--- config.mk ---
export PLATFORM = sky130hd
export DESIGN_NAME = regfile_wb_arbiter
export DESIGN_NICKNAME = d
export VERILOG_FILES = /design/src/rtl/regfile_wb_arbiter_pkg.sv /design/src/rtl/regfile_scoreboard.sv /design/src/rtl/regfile_wb_arbiter.sv
export SDC_FILE = /design/constraint.sdc
export NUM_CORES = 1
export LEC_CHECK = 0
export ABC_AREA = 1
export BUFFER_PORTS_ARGS = -buffer_cell sky130_fd_sc_hd__buf_4
export CAP_MARGIN = 15
export CORE_MARGIN = 3
export CORE_UTILIZATION = 39
export DETAILED_ROUTE_END_ITERATION = 10
export PLACE_DENSITY = 0.72
export SLEW_MARGIN = 15
export SYNTH_ARGS = -nofsm -noshare
export SYNTH_HDL_FRONTEND = slang
export SYNTH_HIERARCHICAL = 1
export SYNTH_SLANG_ARGS = --single-unit
export TNS_END_PERCENT = 30
--- constraint.sdc ---
create_clock -name clk -period 2.9 [get_ports clk]
set_input_delay 0.87 -clock clk [delete_from_list [all_inputs] [get_ports clk]]
set_output_delay 0.87 -clock clk [all_outputs]
set_load 0.01 [all_outputs]
--- src/rtl/regfile_wb_arbiter_pkg.sv ---
// Shared definitions for the register file writeback arbiter and its scoreboard.
package regfile_wb_arbiter_pkg;

    localparam logic REQ_EXU = 1'b0;
    localparam logic REQ_LSU = 1'b1;

    localparam int unsigned DEF_ADDR_WIDTH = 5;
    localparam int unsigned DEF_DATA_WIDTH = 32;

    typedef struct packed {
        logic                      valid;
        logic [DEF_ADDR_WIDTH-1:0] rd;
        logic [DEF_DATA_WIDTH-1:0] data;
    } wb_req_t;

endpackage

--- src/rtl/regfile_scoreboard.sv ---
// Per-register busy scoreboard: tracks in-flight writes and flags RAW/WAW hazards at issue.
module regfile_scoreboard
    import regfile_wb_arbiter_pkg::*;
#(
    parameter int unsigned ADDR_WIDTH = DEF_ADDR_WIDTH
) (
    input  logic                       clk,
    input  logic                       rst,
    input  logic                       set_en,
    input  logic [ADDR_WIDTH-1:0]      set_idx,
    input  logic                       clr_en,
    input  logic [ADDR_WIDTH-1:0]      clr_idx,
    input  logic                       chk_valid,
    input  logic                       chk_wen,
    input  logic [ADDR_WIDTH-1:0]      chk_rd,
    input  logic [ADDR_WIDTH-1:0]      chk_rs1,
    input  logic [ADDR_WIDTH-1:0]      chk_rs2,
    output logic                       hazard,
    output logic [2**ADDR_WIDTH-1:0]   busy
);

    localparam int unsigned NumRegs = 2 ** ADDR_WIDTH;

    logic [NumRegs-1:0] busy_q, busy_d;

    // Set is applied after clear so a same-index collision leaves the bit set.
    always_comb begin
        busy_d = busy_q;
        if (clr_en) begin
            busy_d[clr_idx] = 1'b0;
        end
        if (set_en) begin
            busy_d[set_idx] = 1'b1;
        end
        busy_d[0] = 1'b0;
    end

    always_ff @(posedge clk) begin
        if (rst) begin
            busy_q <= '0;
        end else begin
            busy_q <= busy_d;
        end
    end

    always_comb begin
        hazard = chk_valid &&
                 (busy_q[chk_rs1] || busy_q[chk_rs2] || (chk_wen && busy_q[chk_rd]));
    end

    assign busy = busy_q;

endmodule

--- src/rtl/regfile_wb_arbiter.sv ---
// Round-robin arbiter sharing the register file write port between EXU and LSU writebacks,
// with a busy scoreboard that stalls issue on hazards against in-flight writes.
module regfile_wb_arbiter
    import regfile_wb_arbiter_pkg::*;
#(
    parameter int unsigned ADDR_WIDTH = DEF_ADDR_WIDTH,
    parameter int unsigned DATA_WIDTH = DEF_DATA_WIDTH
) (
    input  logic                     clk,
    input  logic                     rst,
    input  logic                     iss_valid,
    input  logic                     iss_wen,
    input  logic [ADDR_WIDTH-1:0]    iss_rd,
    input  logic [ADDR_WIDTH-1:0]    iss_rs1,
    input  logic [ADDR_WIDTH-1:0]    iss_rs2,
    output logic                     iss_stall,
    input  logic                     a_valid,
    input  logic [ADDR_WIDTH-1:0]    a_rd,
    input  logic [DATA_WIDTH-1:0]    a_data,
    output logic                     a_ready,
    input  logic                     b_valid,
    input  logic [ADDR_WIDTH-1:0]    b_rd,
    input  logic [DATA_WIDTH-1:0]    b_data,
    output logic                     b_ready,
    output logic                     rf_wen,
    output logic [ADDR_WIDTH-1:0]    rf_rd,
    output logic [DATA_WIDTH-1:0]    rf_data,
    output logic [2**ADDR_WIDTH-1:0] busy
);

    logic prio_q, prio_d;
    logic grant_a, grant_b;
    logic hazard;
    logic iss_set;

    always_comb begin
        grant_a = !rst && a_valid && (!b_valid || prio_q == REQ_EXU);
        grant_b = !rst && b_valid && (!a_valid || prio_q == REQ_LSU);
    end

    assign a_ready = grant_a;
    assign b_ready = grant_b;

    // Writes to x0 are acknowledged but never reach the register file.
    always_comb begin
        rf_rd   = grant_b ? b_rd : a_rd;
        rf_data = grant_b ? b_data : a_data;
        rf_wen  = (grant_a || grant_b) && (rf_rd != '0);
    end

    always_comb begin
        prio_d = prio_q;
        if (grant_a) begin
            prio_d = REQ_LSU;
        end else if (grant_b) begin
            prio_d = REQ_EXU;
        end
    end

    always_ff @(posedge clk) begin
        if (rst) begin
            prio_q <= REQ_EXU;
        end else begin
            prio_q <= prio_d;
        end
    end

    assign iss_stall = rst || hazard;
    assign iss_set   = iss_valid && !iss_stall && iss_wen && (iss_rd != '0);

    regfile_scoreboard #(
        .ADDR_WIDTH (ADDR_WIDTH)
    ) u_scoreboard (
        .clk       (clk),
        .rst       (rst),
        .set_en    (iss_set),
        .set_idx   (iss_rd),
        .clr_en    (grant_a || grant_b),
        .clr_idx   (rf_rd),
        .chk_valid (iss_valid),
        .chk_wen   (iss_wen),
        .chk_rd    (iss_rd),
        .chk_rs1   (iss_rs1),
        .chk_rs2   (iss_rs2),
        .hazard    (hazard),
        .busy      (busy)
    );

endmodule

Word-level counts from Yosys, hierarchy flattened. Index checks and enable logic that the tools add are counted.

Register bits after elaboration: 33. Input port bits: 95. Logic and storage cells: 54.

Order comparisons: 6. Mux-type cells: 16. Bitwise logic cells: 4. Reduce and logical (&&, ||, !) cells: 25.

Operators by type and width (number): two-way mux 32 bit (3); bitwise AND 32 bit (1); NOT 32 bit (1); OR 32 bit (1); < comparator 5 x 6 -> 1 bit, second input constant (4); binary-select mux 1 bit (select 5 bit) (3); logical AND 1 bit (12); demux 1 bit (select 5 bit) (2); >= comparator 5 x 1 -> 1 bit, second input constant (2); nonzero test 5 bit (2); two-way mux 1 bit (7); logical OR 1 bit (6); two-way mux 5 bit (1); zero test 1 bit (4); nonzero test 2 bit (1); NOT 1 bit (1).

Longest topological paths before layout.
Word-level depth: 13. Depth in mapped cells: 19. Depth with buffers taken out: 18.

Cells and area by module. The synthesis kept the hierarchy.

By module, submodules not included: regfile_scoreboard (instances 1, cells an instance 406, area each 2332.2 sq um, sequential area each 620.6 sq um); regfile_wb_arbiter (instances 1, cells an instance 153, area each 645.6 sq um, sequential area each 20.0 sq um).

Least setup slack after synthesis. Ideal clock, no wire load.

Path kind: in2out. From: input port iss_rs2[0]. To: output port iss_stall. Data arrival time: 1881 ps. Required time: 2030 ps. Path slack: 149 ps. Stages on the path: 12. Buffers on the path: 2. Cell sequence: buf_4 > buf_4 > nand2_1 > nand3_1 > nand3_1 > nand3_1 > nand3b_1 > nand2_1 > nor2_1 > a21oi_1 > nor2_1 > inv_1.

Word-level cells in the longest chain between the ends: 6.

RTL lines: from (decl) (line regfile_wb_arbiter.sv:15) `input logic [ADDR_WIDTH-1:0] iss_rs2,`; binary-select mux 1 bit (select 5 bit) (line regfile_scoreboard.sv:48) `(busy_q[chk_rs1] || busy_q[chk_rs2] || (chk_wen && busy_q[chk_rd]));`; two-way mux 1 bit (implied by the code) (line regfile_scoreboard.sv:48); logical OR 1 bit (2 in a row) (line regfile_scoreboard.sv:48); logical AND 1 bit (line regfile_scoreboard.sv:47) `hazard = chk_valid &&`; via hazard (line regfile_wb_arbiter.sv:33) `logic hazard;`; logical OR 1 bit (line regfile_wb_arbiter.sv:68) `assign iss_stall = rst || hazard;`; to (decl) (line regfile_wb_arbiter.sv:16) `output logic iss_stall,`.

The timed path passes the listed nets, and every way through them passes these cells. The select of a mux whose other input is x is not followed.

Worst setup path after layout.
From: input port iss_rs1[1]. To: output port iss_stall.

Word-level cells in the longest chain between the ends: 6.

RTL lines: from (decl) (line regfile_wb_arbiter.sv:14) `input logic [ADDR_WIDTH-1:0] iss_rs1,`; binary-select mux 1 bit (select 5 bit) (line regfile_scoreboard.sv:48); two-way mux 1 bit (implied by the code) (line regfile_scoreboard.sv:48); logical OR 1 bit (2 in a row) (line regfile_scoreboard.sv:48); logical AND 1 bit (line regfile_scoreboard.sv:47); via hazard (line regfile_wb_arbiter.sv:33); logical OR 1 bit (line regfile_wb_arbiter.sv:68).

The timed path passes the listed nets, and every way through them passes these cells. The select of a mux whose other input is x is not followed.

==> qor.yml <==
critical_path:
  r2r_cells: 22
  crit_fanout: 9
  arrival_ns: 2.03
  worstSetupStartpoint: "iss_rs1[1]"
  crit_path_end_kind: "output port"
  cp-endpoint: "iss_stall"
  r2r_slack_ns: 0.22
  r2r_start: "u_scoreboard/busy[12]"
  worstReg2RegEnd: "u_scoreboard/busy[29]"
  critPathRequiredTime_ns: 2.03
  cp-start-kind: "input port"
  critical_path_class: "input port to output port"
power_and_ir_drop:
  p_leak_nw: 2.56
  max-vdd-ir-drop_mv: 0.212
  p_switching_mw: 0.445
  p_sw_share_pct: 33.7
  total_power_mw: 1.32
  power_frac_comb_pct: 41.9
  seqPwrFrac_pct: 33.7
  p_int_mw: 0.875
  p_clk_share_pct: 24.4
  p_per_area_nw_per_um2: 260
route:
  dr.pass1.iters: 6
  vias_per_cell: 5.50
  drt_iter0_drc: 609
  wire_per_inst_microns: 16.8
  drtAntennaViolNets: 0
  num_vias: 4613
  drt-total-wl_microns: 14100
  drcViolationCount: 0
synth:
  synth-warning-count: 6
  synth_edf_count: 0
  netlist_area_sq_um: 2980
  ys_top_cells_by_area: "nand2_1 (31%), dfxtp_1 (22%), nand3_1 (15%)"
  seq_area_frac_synth_pct: 21.5
  synth_top_area_share_pct: 31.1
  synth_area_leader_cell: "nand2_1"
  netlist_instances: 559
  synth_area_per_cell_sq_um: 5.33
  synth.distinct_cells: 23
  synth_ff_type: "dfxtp_1"
  synth_fp_nets: 654
  async_flop_share_pct: 0
  ys_ff_latch: 32
placed_design:
  gp_congestion: 0.961
  dp_hpwl_microns: 9860
  portBuffers: 166
  placedCellCount: 817
  dp_slack_ns: -0.155
clocking:
  numCtsBuffers: 5
  hold_buffers: 0
  clkTransAtPathRegs_ns: 0.07
  clockRootBuffer: "clkbuf_8"
  clk_latency_ns: 0.28
  clockBufferDepth: 2
  cts_sinks: 32
  cts_tree: "yes"
  htree_levels: 2
sta:
  drv_slew: 0
  worst_slew_pin_slew_ns: 0.577
  setup-violations-final: 0
  fmax_ghz: 0.345
  worst_slack_ns: 0.00145
  slew_headroom_pct: 61.2
  period_minus_slack_ns: 2.90
  holdWs_ns: 0.511
  hold_viol_final: 0
  finalClockSkew_ns: 0.00771
  finalCritPeriodShare_pct: 99.9
  rsz0062_at_grt: "true"
die:
  die_h_microns: 93.4
  dieArea_sq_um: 8720
  dieWidth_microns: 93.4
  ios: 168
  num_rows: 31
  core-area_sq_um: 7330
  start_util_pct: 40.6
global_routing:
  grtUsageTotal_pct: 28.5
  antenna_found_initial: 0
  grt_pass1_vias: 4026
  globalRoute.totalOverflow: 0
  grt_pass1_wl_microns: 19800
  grt_max_degree: 34
layout:
  num_antenna_cells: 0
  layout.cells.non_filler: 839
  final_common_cell: "nand2_1"
  area.growth.synth_to_final_pct: 70.5
  drive_above_1_share_pct: 38.0
  most-common-layout-cells: "nand2_1 (225), buf_4 (173), inv_1 (59), nand3_1 (59)"
  finish.net_count: 835
  fillers: 631
worst_hold_path:
  hold_class: "flop to flop"
run:
  cap_violations: 0
status:
  status: "complete, no violations"
## timing repair
action,4_1_cts,5_1_grt
buffers inserted,4,1
pin swaps,16,45
hold endpoints to repair,0,0
gates resized for setup,31,85
gates cloned,2,8
endpoints found under the setup margin,1,32
## per-stage QoR
step	utilization, %	setup TNS [ns]	instance area (sq um)
3_3_place_gp	59.2	-0.149	4340
2_1_floorplan	-	0	2980
5_1_grt	69.3	-0.334	5080
4_1_cts	62.6	0	4590
3_5_place_dp	59.2	-0.187	4340
6_report	69.3	0	5080
## critical path, cell delays in order
cell and delay [ns]:
buf_6 0.13, inv_4 0.11, nand3_1 0.10, nand3_2 0.07, nand2_1 0.07, nand2_1 0.10, nand3_2 0.09, nand2_2 0.08
nor2_4 0.04, a21oi_2 0.13, nor2_2 0.06, inv_1 0.08, buf_6 0.10
## cells by family (layout without fill, tap and decap cells)
group / count (synthesis) / in the layout / share of synthesized area [%]
AOI/OAI and AO/OA: 71 / 71 / 12.1
DFF: 32 / 32 / 21.5
other: 1 / 1 / 0.126
buffers and inverters: 90 / 271 / 14.2
and+or+nand+nor: 365 / 365 / 52.0
## cell usage after synthesis, types with 3 or more instances
cell / n
nand3b_1: 4
dfxtp_1: 32
clkbuf_1: 3
nor3_1: 11
a21oi_1: 35
inv_2: 4
inv_4: 3
o21ai_0: 34
nand2_1: 247
buf_2: 8
buf_6: 7
buf_4: 4
nor2_1: 7
inv_1: 61
nor3_2: 3
nand3_1: 89
## layer usage
metal	part of all wire, %	wire (microns)	GRT usage, %	vias to the layer above
met4	2.5	357	7.94	0
met3	10	1460	5.79	47
li1	-	-	-	2146
met5	0	0	0	-
met1	37	5280	36.2	2095
met2	50	7000	48.7	325
## flip-flops by register name (all words and copies together) (netlist names)
name and cells:
prio_q 1, u_scoreboard/busy 31
## final cells by class
type	count	area, sq um	share of cell area [%]
well taps	99	124	2.44
flip-flops and latches	32	641	12.6
clock inverters	2	12.5	0.246
repair buffers	192	1670	32.9
inverters	68	315	6.21
multi-input cells	437	2210	43.5
repair inverters	4	40.0	0.789
clock buffers	5	68.8	1.36
## power groups by stage
stage	logic [mW]	registers, mW	clock network [mW]
4_1_cts	0.485	0.445	0.324
3_3_place_gp	0.447	0.455	0
6_report	0.553	0.445	0.322
2_1_floorplan	0.223	0.454	0
3_5_place_dp	0.454	0.455	0
5_1_grt	0.593	0.445	0.342
## how the worst min path moves through the flow
stage               startpoint      to  slack (ns)  depth (start not counted)
global route            prio_q  prio_q        0.54                          2
global placement        prio_q  prio_q        0.49                          2
detailed placement      prio_q  prio_q        0.50                          2
floorplan               prio_q  prio_q        0.47                          2
CTS                     prio_q  prio_q        0.52                          2
finish                  prio_q  prio_q        0.51                          2
Power figures use the tool's default switching activity.
